==> config.mk <==
export PLATFORM = sky130hd
export DESIGN_NAME = caliptra_prim_sum_arb_flat
export DESIGN_NICKNAME = d
export VERILOG_FILES = /design/src/rtl/caliptra_prim_sum_arb_pkg.sv /design/src/rtl/caliptra_prim_sum_arb_if.sv /design/src/rtl/caliptra_prim_sum_tree.sv /design/src/rtl/caliptra_prim_sum_arb.sv /design/src/flat_wrapper.sv
export SDC_FILE = /design/constraint.sdc
export NUM_CORES = 1
export LEC_CHECK = 0
export CORE_AREA = 10 10 221 223
export DETAILED_ROUTE_END_ITERATION = 7
export DIE_AREA = 0 0 231 233
export HOLD_SLACK_MARGIN = 0.05
export PLACE_DENSITY = 0.58
export SKIP_CTS_REPAIR_TIMING = 1
export SYNTH_ARGS = -nofsm -noshare
export SYNTH_HDL_FRONTEND = slang
export SYNTH_SLANG_ARGS = --single-unit
==> constraint.sdc <==
create_clock -name clk_i -period 7.5 [get_ports clk_i]
set_input_delay 1.125 -clock clk_i [delete_from_list [all_inputs] [get_ports clk_i]]
set_output_delay 1.125 -clock clk_i [all_outputs]
set_load 0.03 [all_outputs]
==> src/rtl/caliptra_prim_sum_arb_pkg.sv <==
// Shared types for the summing arbiter: FSM state encoding and default sizes.
package caliptra_prim_sum_arb_pkg;

    // Arbiter FSM states. The encoding is fixed so debug probes can decode it.
    typedef enum logic [1:0] {
        ST_IDLE  = 2'd0,
        ST_ACCUM = 2'd1,
        ST_RESP  = 2'd2
    } state_e;

    localparam int DefNumReq = 4;
    localparam int DefNumSrc = 8;
    localparam int DefWidth  = 16;
    localparam int DefBeatW  = 8;

endpackage

==> src/rtl/caliptra_prim_sum_arb_if.sv <==
// Request/response bundle between requesters (master) and the summing arbiter (slave).
//
// Handshake: a beat from requester r transfers on a rising edge where
// req_valid_i[r] & req_ready_o[r] are both 1; a response transfers on a rising
// edge where rsp_valid_o & rsp_ready_i are both 1. Once rsp_valid_o is raised
// it and all rsp_* fields stay stable until that transfer.
interface caliptra_prim_sum_arb_if
    import caliptra_prim_sum_arb_pkg::*;
#(
    parameter int NumReq = DefNumReq,
    parameter int NumSrc = DefNumSrc,
    parameter int Width  = DefWidth,
    parameter int BeatW  = DefBeatW
);
    localparam int IdW = $clog2(NumReq);

    logic [NumReq-1:0]                         req_valid_i;
    logic [NumReq-1:0]                         req_last_i;
    logic [NumReq-1:0][NumSrc-1:0][Width-1:0]  req_values_i;
    logic [NumReq-1:0][NumSrc-1:0]             req_mask_i;
    logic [NumReq-1:0]                         req_ready_o;

    logic                                      rsp_valid_o;
    logic                                      rsp_ready_i;
    logic [IdW-1:0]                            rsp_id_o;
    logic [Width-1:0]                          rsp_sum_o;
    logic                                      rsp_any_o;
    logic [BeatW-1:0]                          rsp_beats_o;

    modport slave (
        input  req_valid_i, req_last_i, req_values_i, req_mask_i, rsp_ready_i,
        output req_ready_o, rsp_valid_o, rsp_id_o, rsp_sum_o, rsp_any_o, rsp_beats_o
    );

    modport master (
        output req_valid_i, req_last_i, req_values_i, req_mask_i, rsp_ready_i,
        input  req_ready_o, rsp_valid_o, rsp_id_o, rsp_sum_o, rsp_any_o, rsp_beats_o
    );

endinterface

==> src/rtl/caliptra_prim_sum_tree.sv <==
// Combinational masked adder tree: sums the unmasked operands modulo 2^Width.
// Operands are padded to a power of two and reduced pairwise level by level.
module caliptra_prim_sum_tree #(
    parameter int NumSrc = 8,
    parameter int Width  = 16
) (
    input  logic                          rst_ni,
    input  logic [NumSrc-1:0][Width-1:0]  values_i,
    input  logic [NumSrc-1:0]             valid_i,
    output logic [Width-1:0]              sum_o,
    output logic                          valid_o
);
    localparam int NumPad = 2 ** $clog2(NumSrc);

    logic [NumPad-1:0][Width-1:0] w_lvl;

    // Zero masked/padded leaves, then fold pairs in place until index 0 holds the total.
    always_comb begin
        w_lvl = '0;
        for (int i = 0; i < NumSrc; i++) begin
            w_lvl[i] = valid_i[i] ? values_i[i] : '0;
        end
        for (int step = 1; step < NumPad; step = step * 2) begin
            for (int i = 0; i < NumPad; i = i + 2 * step) begin
                w_lvl[i] = w_lvl[i] + w_lvl[i + step];
            end
        end
    end

    // While held in reset the tree contributes nothing downstream.
    assign sum_o   = rst_ni ? w_lvl[0] : '0;
    assign valid_o = rst_ni & (|valid_i);

endmodule

==> src/rtl/caliptra_prim_sum_arb.sv <==
// Round-robin arbiter that owns one shared sum datapath: a granted requester
// streams beats until its last beat, then the packet sum is held as a response
// until accepted, after which priority moves to the next requester.
module caliptra_prim_sum_arb
    import caliptra_prim_sum_arb_pkg::*;
#(
    parameter int NumReq = DefNumReq,
    parameter int NumSrc = DefNumSrc,
    parameter int Width  = DefWidth,
    parameter int BeatW  = DefBeatW
) (
    input  logic                    clk_i,
    input  logic                    rst_i,
    caliptra_prim_sum_arb_if.slave  bus,
    output state_e                  dbg_state_o
);
    localparam int IdW = $clog2(NumReq);

    state_e                          r_state;
    logic [IdW-1:0]                  r_ptr;
    logic [IdW-1:0]                  r_owner;
    logic [Width-1:0]                r_sum;
    logic [BeatW-1:0]                r_beats;
    logic                            r_any;

    logic                            r_rsp_valid;
    logic [IdW-1:0]                  r_rsp_id;
    logic [Width-1:0]                r_rsp_sum;
    logic                            r_rsp_any;
    logic [BeatW-1:0]                r_rsp_beats;

    logic [IdW-1:0]                  w_grant_id;
    logic [NumReq-1:0]               w_ready;
    logic                            w_accept;
    logic                            w_sel_last;
    logic [NumSrc-1:0][Width-1:0]    w_sel_values;
    logic [NumSrc-1:0]               w_sel_mask;
    logic [Width-1:0]                w_beat_sum;
    logic                            w_beat_any;
    logic [Width-1:0]                w_sum_next;
    logic [BeatW-1:0]                w_beats_next;
    logic                            w_any_next;
    logic [IdW-1:0]                  w_ptr_next;
    logic                            w_rst_n;

    // First requester with valid set, scanning upward from the priority pointer.
    function automatic logic [IdW-1:0] rr_pick(input logic [NumReq-1:0] valid,
                                               input logic [IdW-1:0]    ptr);
        logic [IdW-1:0] pick;
        logic           found;
        int             idx;
        pick  = ptr;
        found = 1'b0;
        for (int k = 0; k < NumReq; k++) begin
            idx = (int'(ptr) + k) % NumReq;
            if (!found && valid[idx]) begin
                found = 1'b1;
                pick  = IdW'(idx);
            end
        end
        return pick;
    endfunction

    // Owner while mid-packet, otherwise the round-robin winner of this cycle.
    always_comb begin
        w_grant_id = r_owner;
        if (r_state == ST_IDLE) begin
            w_grant_id = rr_pick(bus.req_valid_i, r_ptr);
        end
    end

    // Ready is one-hot to the grantee in IDLE/ACCUM and always low in RESP or reset.
    always_comb begin
        w_ready = '0;
        if (!rst_i) begin
            case (r_state)
                ST_IDLE:  if (|bus.req_valid_i) w_ready[w_grant_id] = 1'b1;
                ST_ACCUM: w_ready[r_owner] = 1'b1;
                default:  w_ready = '0;
            endcase
        end
    end

    assign w_accept     = |(bus.req_valid_i & w_ready);
    assign w_sel_last   = bus.req_last_i[w_grant_id];
    assign w_sel_values = bus.req_values_i[w_grant_id];
    assign w_sel_mask   = bus.req_mask_i[w_grant_id];
    assign w_rst_n      = ~rst_i;

    caliptra_prim_sum_tree #(
        .NumSrc (NumSrc),
        .Width  (Width)
    ) u_sum_tree (
        .rst_ni   (w_rst_n),
        .values_i (w_sel_values),
        .valid_i  (w_sel_mask),
        .sum_o    (w_beat_sum),
        .valid_o  (w_beat_any)
    );

    assign w_sum_next   = r_sum + w_beat_sum;
    assign w_beats_next = (&r_beats) ? r_beats : r_beats + 1'b1;
    assign w_any_next   = r_any | w_beat_any;
    assign w_ptr_next   = (r_owner == IdW'(NumReq - 1)) ? '0 : r_owner + 1'b1;

    // Packet FSM: grant, accumulate beats, then hold the registered response.
    always_ff @(posedge clk_i or posedge rst_i) begin
        if (rst_i) begin
            r_state     <= ST_IDLE;
            r_ptr       <= '0;
            r_owner     <= '0;
            r_sum       <= '0;
            r_beats     <= '0;
            r_any       <= 1'b0;
            r_rsp_valid <= 1'b0;
            r_rsp_id    <= '0;
            r_rsp_sum   <= '0;
            r_rsp_any   <= 1'b0;
            r_rsp_beats <= '0;
        end else begin
            case (r_state)
                ST_IDLE: begin
                    if (w_accept) begin
                        r_owner <= w_grant_id;
                        r_sum   <= w_beat_sum;
                        r_beats <= BeatW'(1);
                        r_any   <= w_beat_any;
                        if (w_sel_last) begin
                            r_state     <= ST_RESP;
                            r_rsp_valid <= 1'b1;
                            r_rsp_id    <= w_grant_id;
                            r_rsp_sum   <= w_beat_sum;
                            r_rsp_any   <= w_beat_any;
                            r_rsp_beats <= BeatW'(1);
                        end else begin
                            r_state <= ST_ACCUM;
                        end
                    end
                end
                ST_ACCUM: begin
                    if (w_accept) begin
                        r_sum   <= w_sum_next;
                        r_beats <= w_beats_next;
                        r_any   <= w_any_next;
                        if (w_sel_last) begin
                            r_state     <= ST_RESP;
                            r_rsp_valid <= 1'b1;
                            r_rsp_id    <= r_owner;
                            r_rsp_sum   <= w_sum_next;
                            r_rsp_any   <= w_any_next;
                            r_rsp_beats <= w_beats_next;
                        end
                    end
                end
                ST_RESP: begin
                    if (bus.rsp_ready_i) begin
                        r_state     <= ST_IDLE;
                        r_ptr       <= w_ptr_next;
                        r_sum       <= '0;
                        r_beats     <= '0;
                        r_any       <= 1'b0;
                        r_rsp_valid <= 1'b0;
                        r_rsp_id    <= '0;
                        r_rsp_sum   <= '0;
                        r_rsp_any   <= 1'b0;
                        r_rsp_beats <= '0;
                    end
                end
                default: begin
                    r_state <= ST_IDLE;
                end
            endcase
        end
    end

    assign bus.req_ready_o = w_ready;
    assign bus.rsp_valid_o = r_rsp_valid;
    assign bus.rsp_id_o    = r_rsp_id;
    assign bus.rsp_sum_o   = r_rsp_sum;
    assign bus.rsp_any_o   = r_rsp_any;
    assign bus.rsp_beats_o = r_rsp_beats;
    assign dbg_state_o     = r_state;

endmodule

==> src/flat_wrapper.sv <==
// flat-port wrapper written by rule: the top's interface ports become plain ports
module caliptra_prim_sum_arb_flat import caliptra_prim_sum_arb_pkg::*;
#(
    parameter int NumReq = DefNumReq,
    parameter int NumSrc = DefNumSrc,
    parameter int Width  = DefWidth,
    parameter int BeatW  = DefBeatW
)
  (clk_i, rst_i, dbg_state_o, bus_req_valid_i, bus_req_last_i, bus_req_values_i, bus_req_mask_i, bus_rsp_ready_i, bus_req_ready_o, bus_rsp_valid_o, bus_rsp_id_o, bus_rsp_sum_o, bus_rsp_any_o, bus_rsp_beats_o);
  caliptra_prim_sum_arb_if #(.NumReq(NumReq), .NumSrc(NumSrc), .Width(Width), .BeatW(BeatW)) bus_i ();
  input  logic clk_i;
  input  logic rst_i;
  output state_e dbg_state_o;
  input wire logic [$bits(bus_i.req_valid_i)-1:0] bus_req_valid_i;
  input wire logic [$bits(bus_i.req_last_i)-1:0] bus_req_last_i;
  input wire logic [$bits(bus_i.req_values_i)-1:0] bus_req_values_i;
  input wire logic [$bits(bus_i.req_mask_i)-1:0] bus_req_mask_i;
  input wire logic [$bits(bus_i.rsp_ready_i)-1:0] bus_rsp_ready_i;
  output wire logic [$bits(bus_i.req_ready_o)-1:0] bus_req_ready_o;
  output wire logic [$bits(bus_i.rsp_valid_o)-1:0] bus_rsp_valid_o;
  output wire logic [$bits(bus_i.rsp_id_o)-1:0] bus_rsp_id_o;
  output wire logic [$bits(bus_i.rsp_sum_o)-1:0] bus_rsp_sum_o;
  output wire logic [$bits(bus_i.rsp_any_o)-1:0] bus_rsp_any_o;
  output wire logic [$bits(bus_i.rsp_beats_o)-1:0] bus_rsp_beats_o;
  assign bus_i.req_valid_i = bus_req_valid_i;
  assign bus_i.req_last_i = bus_req_last_i;
  assign bus_i.req_values_i = bus_req_values_i;
  assign bus_i.req_mask_i = bus_req_mask_i;
  assign bus_i.rsp_ready_i = bus_rsp_ready_i;
  assign bus_req_ready_o = bus_i.req_ready_o;
  assign bus_rsp_valid_o = bus_i.rsp_valid_o;
  assign bus_rsp_id_o = bus_i.rsp_id_o;
  assign bus_rsp_sum_o = bus_i.rsp_sum_o;
  assign bus_rsp_any_o = bus_i.rsp_any_o;
  assign bus_rsp_beats_o = bus_i.rsp_beats_o;
  caliptra_prim_sum_arb #(.NumReq(NumReq), .NumSrc(NumSrc), .Width(Width), .BeatW(BeatW)) u_core (.clk_i(clk_i), .rst_i(rst_i), .bus(bus_i), .dbg_state_o(dbg_state_o));
endmodule
=== Word level (Yosys, flattened, before mapping) ===
Cells that the tools add are included.

* Register bits: 59
* Word-level logic and storage cells: 160

* Add/sub/neg operators: 13
* $lt $le $gt $ge: 8
* Eq/ne operators: 10
* Multiplexer cells: 86
* Bitwise logic cells: 7
* Reduce and logical (&&, ||, !) cells: 25

{| class="wikitable"
|+ Operators with widths
! cell !! count
|-
| $bmux 128 s2 || 1
|-
| $mux 16 || 16
|-
| $add 16x16->16 || 8
|-
| $mux 128 || 1
|-
| $pmux 16 s3 || 2
|-
| $mux 8 || 9
|-
| $pmux 8 s3 || 2
|-
| $mux 2 || 14
|-
| $mux 1 || 25
|-
| $bmux 8 s2 || 1
|-
| $lt 3x4->1 const B || 3
|-
| $ne 2x1->1 const B || 6
|-
| $pmux 2 s3 || 2
|-
| $reduce_and 4->1 || 3
|-
| $bmux 1 s2 || 5
|-
| $lt 2x3->1 const B || 3
|-
| $add 8x1->8 const B || 1
|-
| $mux 4 || 2
|-
| $pmux 4 s2 || 1
|-
| $reduce_and 8->1 || 1
|-
| $reduce_or 2->1 || 4
|-
| $reduce_or 4->1 || 2
|-
| $reduce_or 8->1 || 1
|-
| $pmux 1 s3 || 2
|-
| other kinds (20) || 34
|}

=== Depth between registers and ports, before layout ===
* Depth in word-level cells: 28
* Depth in mapped cells: 41

=== By module ===
Synthesis repeated with hierarchy kept, for this count alone.

* Cells, all modules: 1697
* Area, all modules: 11471.0 µm²

{| class="wikitable"
|+ Modules (own cells, without submodules)
! module !! times used !! cells an instance !! area each (µm²) !! seq. area each (µm²)
|-
| caliptra_prim_sum_arb || 1 || 1293 || 7905.1 || 1476.4
|-
| caliptra_prim_sum_tree || 1 || 404 || 3565.9 || 0.0
|}

=== Least setup slack after synthesis ===
OpenSTA, ideal clock, no wires.

* Path type: input to register
* Start point: in bus_req_valid_i[1]
* End point: reg u_core.r_rsp_sum[15] (netlist: u_core.bus.rsp_sum_o[15])
* Library setup time: 0.066 ns
* Data arrival time: 8.630 ns
* Data required time: 7.434 ns
* Slack: -1.196 ns
* Cell stages on the path: 32
* Buffers on the path: 3
* Cells stage by stage: clkbuf_1 -> nor3b_1 -> a2bb2oi_1 -> o22a_1 -> mux2_2 -> buf_1 -> clkbuf_1 -> mux4_2 -> and2_1 -> fa_1 -> fa_1 -> fa_1 -> inv_1 -> fa_1 -> inv_1 -> ha_1 -> a21o_1 -> a21o_1 -> a2111oi_0 -> nor2_1 -> a21oi_1 -> o21ai_0 -> xnor2_1 -> nor2_1 -> ha_1 -> o21ai_0 -> nand2b_1 -> and2_1 -> a311oi_1 -> and3_1 -> mux2i_1 -> nand2_1

* Cells in the longest elaborated chain, start to end: 27

{| class="wikitable"
|+ RTL lines
! item !! line !! source
|-
| start: declaration || flat_wrapper.sv:14 || <nowiki>input wire logic [$bits(bus_i.req_valid_i)-1:0] bus_req_valid_i;</nowiki>
|-
| $bmux 1 s2 || caliptra_prim_sum_arb.sv:56 || <nowiki>if (!found && valid[idx]) begin</nowiki>
|-
| $mux 1 (not written as such) || caliptra_prim_sum_arb.sv:56 ||
|-
| $mux 1 || caliptra_prim_sum_arb.sv:56 ||
|-
| $mux 1 || caliptra_prim_sum_arb.sv:67 || <nowiki>if (r_state == ST_IDLE) begin</nowiki>
|-
| $logic_not 1->1 || caliptra_prim_sum_arb.sv:56 ||
|-
| $logic_and 1x1->1 || caliptra_prim_sum_arb.sv:56 ||
|-
| $mux 1 || caliptra_prim_sum_arb.sv:56 ||
|-
| $mux 1 || caliptra_prim_sum_arb.sv:67 ||
|-
| [... 11 more ...] || - ||
|-
| $add 16x16->16 / $demux 1 s2 (equally long branches) || - ||
|-
| $add 16x16->16 / $mux 4 (equally long branches) || caliptra_prim_sum_tree.sv:25, caliptra_prim_sum_arb.sv:77 ||
|-
| $add 16x16->16 / $pmux 4 s2 (equally long branches) || caliptra_prim_sum_tree.sv:25, caliptra_prim_sum_arb.sv:76 ||
|-
| $mux 16 / $mux 4 (equally long branches) || caliptra_prim_sum_tree.sv:31, caliptra_prim_sum_arb.sv:75 ||
|-
| $add 16x16->16 / $and 4x4->4 (equally long branches) || caliptra_prim_sum_arb.sv:101, caliptra_prim_sum_arb.sv:84 ||
|-
| $mux 16 / $reduce_or 4->1 (equally long branches) || caliptra_prim_sum_arb.sv:145, caliptra_prim_sum_arb.sv:84 ||
|-
| $mux 16 / $ne 2x1->1 (equally long branches) || - ||
|-
| $pmux 16 s3 / $reduce_and 6->1 (equally long branches) || - ||
|-
| end signal: assignment || caliptra_prim_sum_arb.sv:132 || <nowiki>r_rsp_sum <= w_beat_sum;</nowiki>
|-
| end signal: assignment || caliptra_prim_sum_arb.sv:149 || <nowiki>r_rsp_sum <= w_sum_next;</nowiki>
|-
| end: declaration || caliptra_prim_sum_arb.sv:28 || <nowiki>logic [Width-1:0] r_rsp_sum;</nowiki>
|}

Parallel ways exist; a longest one is shown, timed or not. The select of a mux whose other input is x is not followed.
A chain may end at the register's enable or synchronous reset.

=== Final worst setup path ===
* Start point: in bus_req_valid_i[2]
* End point: reg u_core.r_sum[14]

* Cells in the longest elaborated chain, start to end: 27

{| class="wikitable"
|+ RTL lines
! item !! line !! source
|-
| branches (longest 27 deep; another with $bmux 1 s2) || - ||
|-
| end signal: assignment || caliptra_prim_sum_arb.sv:125 || <nowiki>r_sum <= w_beat_sum;</nowiki>
|-
| end signal: assignment || caliptra_prim_sum_arb.sv:142 || <nowiki>r_sum <= w_sum_next;</nowiki>
|-
| end: declaration || caliptra_prim_sum_arb.sv:22 || <nowiki>logic [Width-1:0] r_sum;</nowiki>
|}

Parallel ways; which one is timed is not known. The select of a mux whose other input is x is not followed.

==> impl_summary.log <==
[metrics] hold crit path type: reg2reg
[metrics] area enclosed by the die boundary: 53820 um2
[metrics] final layout net count: 2483
[metrics] critical path class: in2reg
[metrics] setup repair after global routing missed its margin: true
[metrics] chip width: 231 um
[metrics] Post-Syn Area: 10740 um2
[metrics] first-pass GRT wire length: 94190 um
[metrics] maximum number of pins on one net before global-route repair: 53
[metrics] die height: 233 um
[metrics] slew at the pin with the worst max-slew slack: 1061 ps
[metrics] final setup margin: -563.8 ps
[metrics] data arrival time of the worst path: 8280 ps
[metrics] post-route core utilization: 45.01%
[metrics] iteration-0 DRC count of the detailed router: 822
[metrics] standard-cell row count: 77
[metrics] Non-Filler Instances: 2427
[metrics] CTS tree: yes
[metrics] post-CTS clock slew at the launch and capture registers of the worst setup and hold paths: 50 ps
[metrics] Final period util: 107.5%
[metrics] post-synthesis async set-or-reset flop share: 100.0%
[metrics] maximum fanout along the worst path: 7
[metrics] antenna violations before repair: 60
[metrics] buffer levels on the longest clock path: 2
[metrics] share of layout cells above drive strength 1: 24.49%
[metrics] number of cells in the design after placement: 2333
[metrics] Slew Limit Fails: 0
[metrics] pre-CTS setup slack: -1508 ps
[metrics] final antenna-violating net count: 0
[metrics] category of the worst setup path launch point: primary input
[metrics] number of buffer cells added on primary ports: 588
[metrics] Core ar.: 44120 um2
[metrics] Overflow after GRT: 0
[metrics] max_cap viols: 0
[metrics] clock sink total: 59
[metrics] Final min period: 8064 ps
[metrics] average cell area after synthesis: 9.989 um2
[metrics] Post-DP HPWL: 61680 um
[metrics] vias after detailed routing: 11970
[metrics] I/O pin total: 589
[metrics] critical path data required time: 7710 ps
[metrics] gr usage total: 24.75%
[metrics] f_max: 0.1240 GHz
[metrics] worst slew slack as a fraction of its limit: 29.19%
[metrics] cts bufs inserted: 9
[metrics] sum of negative setup slack: -5343 ps
[metrics] Placer Congestion: 0.9492
[metrics] CTS HTree Levels: 3
[metrics] most prevalent standard cell on the critical path: fa_1
[metrics] slowest CP cell: fa_1
[metrics] Worst Skew: 9.730 ps
[metrics] dominant register cell in the synthesized netlist: dfrtp_1
[metrics] warnings from Yosys: 0
[metrics] total DRC errors in the routed layout: 0
[metrics] Synthesized Nets: 1758
[metrics] failing checks: negative setup slack
[metrics] filler cell count: 4246
[metrics] FF+latch count, synth: 59
[metrics] wire length per cell: 28.87 um
[metrics] via count of the first global-routing pass: 12780
[metrics] number of enable-type register cells in the synthesized netlist: 0
[metrics] Vias/cell: 4.933
[metrics] Layout Area Growth over Synthesis: 84.96%
[metrics] post-synthesis cell type count: 62
[metrics] status: finished with violations
[metrics] endpoint kind of the worst setup timing path: register
[metrics] clk root buf: clkbuf_16
[metrics] number of cells produced by synthesis: 1075
[metrics] share of the yosys chip area belonging to registers: 13.75%
[metrics] final setup violation count: 14
[metrics] initial core utilization: 24.34%
[metrics] largest incremental delay on the critical path: 540 ps
[metrics] Skew-Pair Late Insertion Delay: 330 ps
[metrics] total wirelength of the detailed-routed design: 70080 um
[metrics] final-report hold violation count: 0
[metrics] iteration count of the initial detailed-routing pass: 5
-- cell type report --
cell class	instances	area [um2]	share of cell area, %
Sequential cell	59	1476	7.434
Inverter	98	367.9	1.852
Multi-Input combinational cell	855	9234	46.49
Clock buffer	12	246.5	1.241
Timing Repair Buffer	777	7646	38.50
Clock inverter	4	73.82	0.3717
Antenna cell	30	75.07	0.3780
Tap cell	592	740.7	3.730
-- cell families (layout without fill, tap and decap cells) --
| kind of cell | Yosys count | in the layout | synth area share, % |
|---|---|---|---|
| mux | 155 | 155 | 28.57 |
| buf+inv | 161 | 891 | 6.082 |
| other cells | 0 | 30 | 0 |
| simple gates | 365 | 365 | 16.44 |
| xor+xnor | 49 | 49 | 3.997 |
| fa+ha+maj | 128 | 128 | 21.07 |
| flops | 59 | 59 | 13.75 |
| compound gates | 158 | 158 | 10.09 |
-- path summary, 6_finish.rpt --
kind	start	endpoint	slack, ps	depth (start not counted)
worst max register to register	u_core.dbg_state_o[1]$_DFFE_PP0P_	u_core.r_sum[14]$_DFFE_PP0P_	-170	37
worst min register to register	u_core.bus.rsp_beats_o[6]$_DFFE_PP0P_	u_core.bus.rsp_beats_o[6]$_DFFE_PP0P_	470	2
worst min-delay path	u_core.bus.rsp_beats_o[6]$_DFFE_PP0P_	u_core.bus.rsp_beats_o[6]$_DFFE_PP0P_	470	2
min in group asynchronous	rst_i	u_core.r_sum[8]$_DFFE_PP0P_	1360	3
worst max-delay path	bus_req_valid_i[2]	u_core.r_sum[14]$_DFFE_PP0P_	-560	38
max in group asynchronous	rst_i	u_core.r_sum[6]$_DFFE_PP0P_	5120	4
-- through the flow --
step | hold slack, ps | instance area [um2]
floorplan | 441.8 | 10940
global placement | 456.6 | 18350
detailed placement | 464.0 | 18350
CTS | 476.1 | 18670
global route | 501.7 | 19830
finish | 471.3 | 19860
-- flip-flops by register name, indices dropped and copies added, names as in the netlist --
signal / flops
u_core.r_sum: 16
u_core.bus.rsp_any_o: 1
u_core.r_any: 1
u_core.r_ptr: 2
u_core.bus.rsp_beats_o: 8
u_core.bus.rsp_id_o: 2
u_core.bus.rsp_sum_o: 16
u_core.r_beats: 8
u_core.r_owner: 2
u_core.bus.rsp_valid_o: 1
u_core.dbg_state_o: 2
-- cells in the mapped netlist, types with 7 or more instances --
master | count | area [um2]
nand3_1 | 12 | 60.06
o31ai_1 | 7 | 52.55
mux4_2 | 120 | 2703
clkbuf_1 | 39 | 146.4
nor4_1 | 7 | 43.79
fa_1 | 88 | 1762
a21o_1 | 12 | 90.09
dfrtp_1 | 59 | 1476
a211oi_1 | 9 | 67.56
ha_1 | 40 | 500.5
buf_4 | 7 | 52.55
a21oi_1 | 34 | 170.2
mux2i_1 | 23 | 230.2
xor2_1 | 22 | 192.7
mux2_2 | 12 | 135.1
nand2b_1 | 8 | 50.05
a22oi_1 | 8 | 60.06
nand2_1 | 157 | 589.3
nor2_1 | 41 | 153.9
nor3_1 | 11 | 55.05
buf_2 | 12 | 60.06
a22o_1 | 7 | 61.31
inv_1 | 98 | 367.9
and2_1 | 99 | 619.3
o21ai_0 | 32 | 160.2
xnor2_1 | 27 | 236.5
nor2b_1 | 17 | 106.4
-- critical path: cells and delay by family --
kind | cells | cell delay (ps)
buf+inv | 9 | 940
fa+ha+maj | 7 | 2800
xor+xnor | 2 | 320
mux | 2 | 540
simple gates | 8 | 1100
compound gates | 10 | 1450
-- metal layers --
metal | track usage (%) | routed length (um) | vias up
met5 | 0 | 151 | -
met4 | 8.798 | 1842 | 20
met3 | 10.15 | 8002 | 104
met2 | 40.90 | 33880 | 593
met1 | 28.39 | 26200 | 5947
li1 | - | - | 5308
-- layout by cell type, fill, tap and decap left out, drive strengths merged, types with 22 or more instances in the layout --
cell type      netlist  layout
clkdlybuf4s50        0     584
dfrtp               59      59
fa                  88      88
inv                 98      98
xnor2               27      27
o21ai               33      33
nand2              157     157
diode                0      30
mux2i               23      23
mux4               120     120
a21oi               34      34
buf                 24     188
nor2                41      41
and2                99      99
xor2                22      22
ha                  40      40
Power is not shown: default switching activity piles up to over one toggle a cycle in this logic, so the estimate is an artifact.
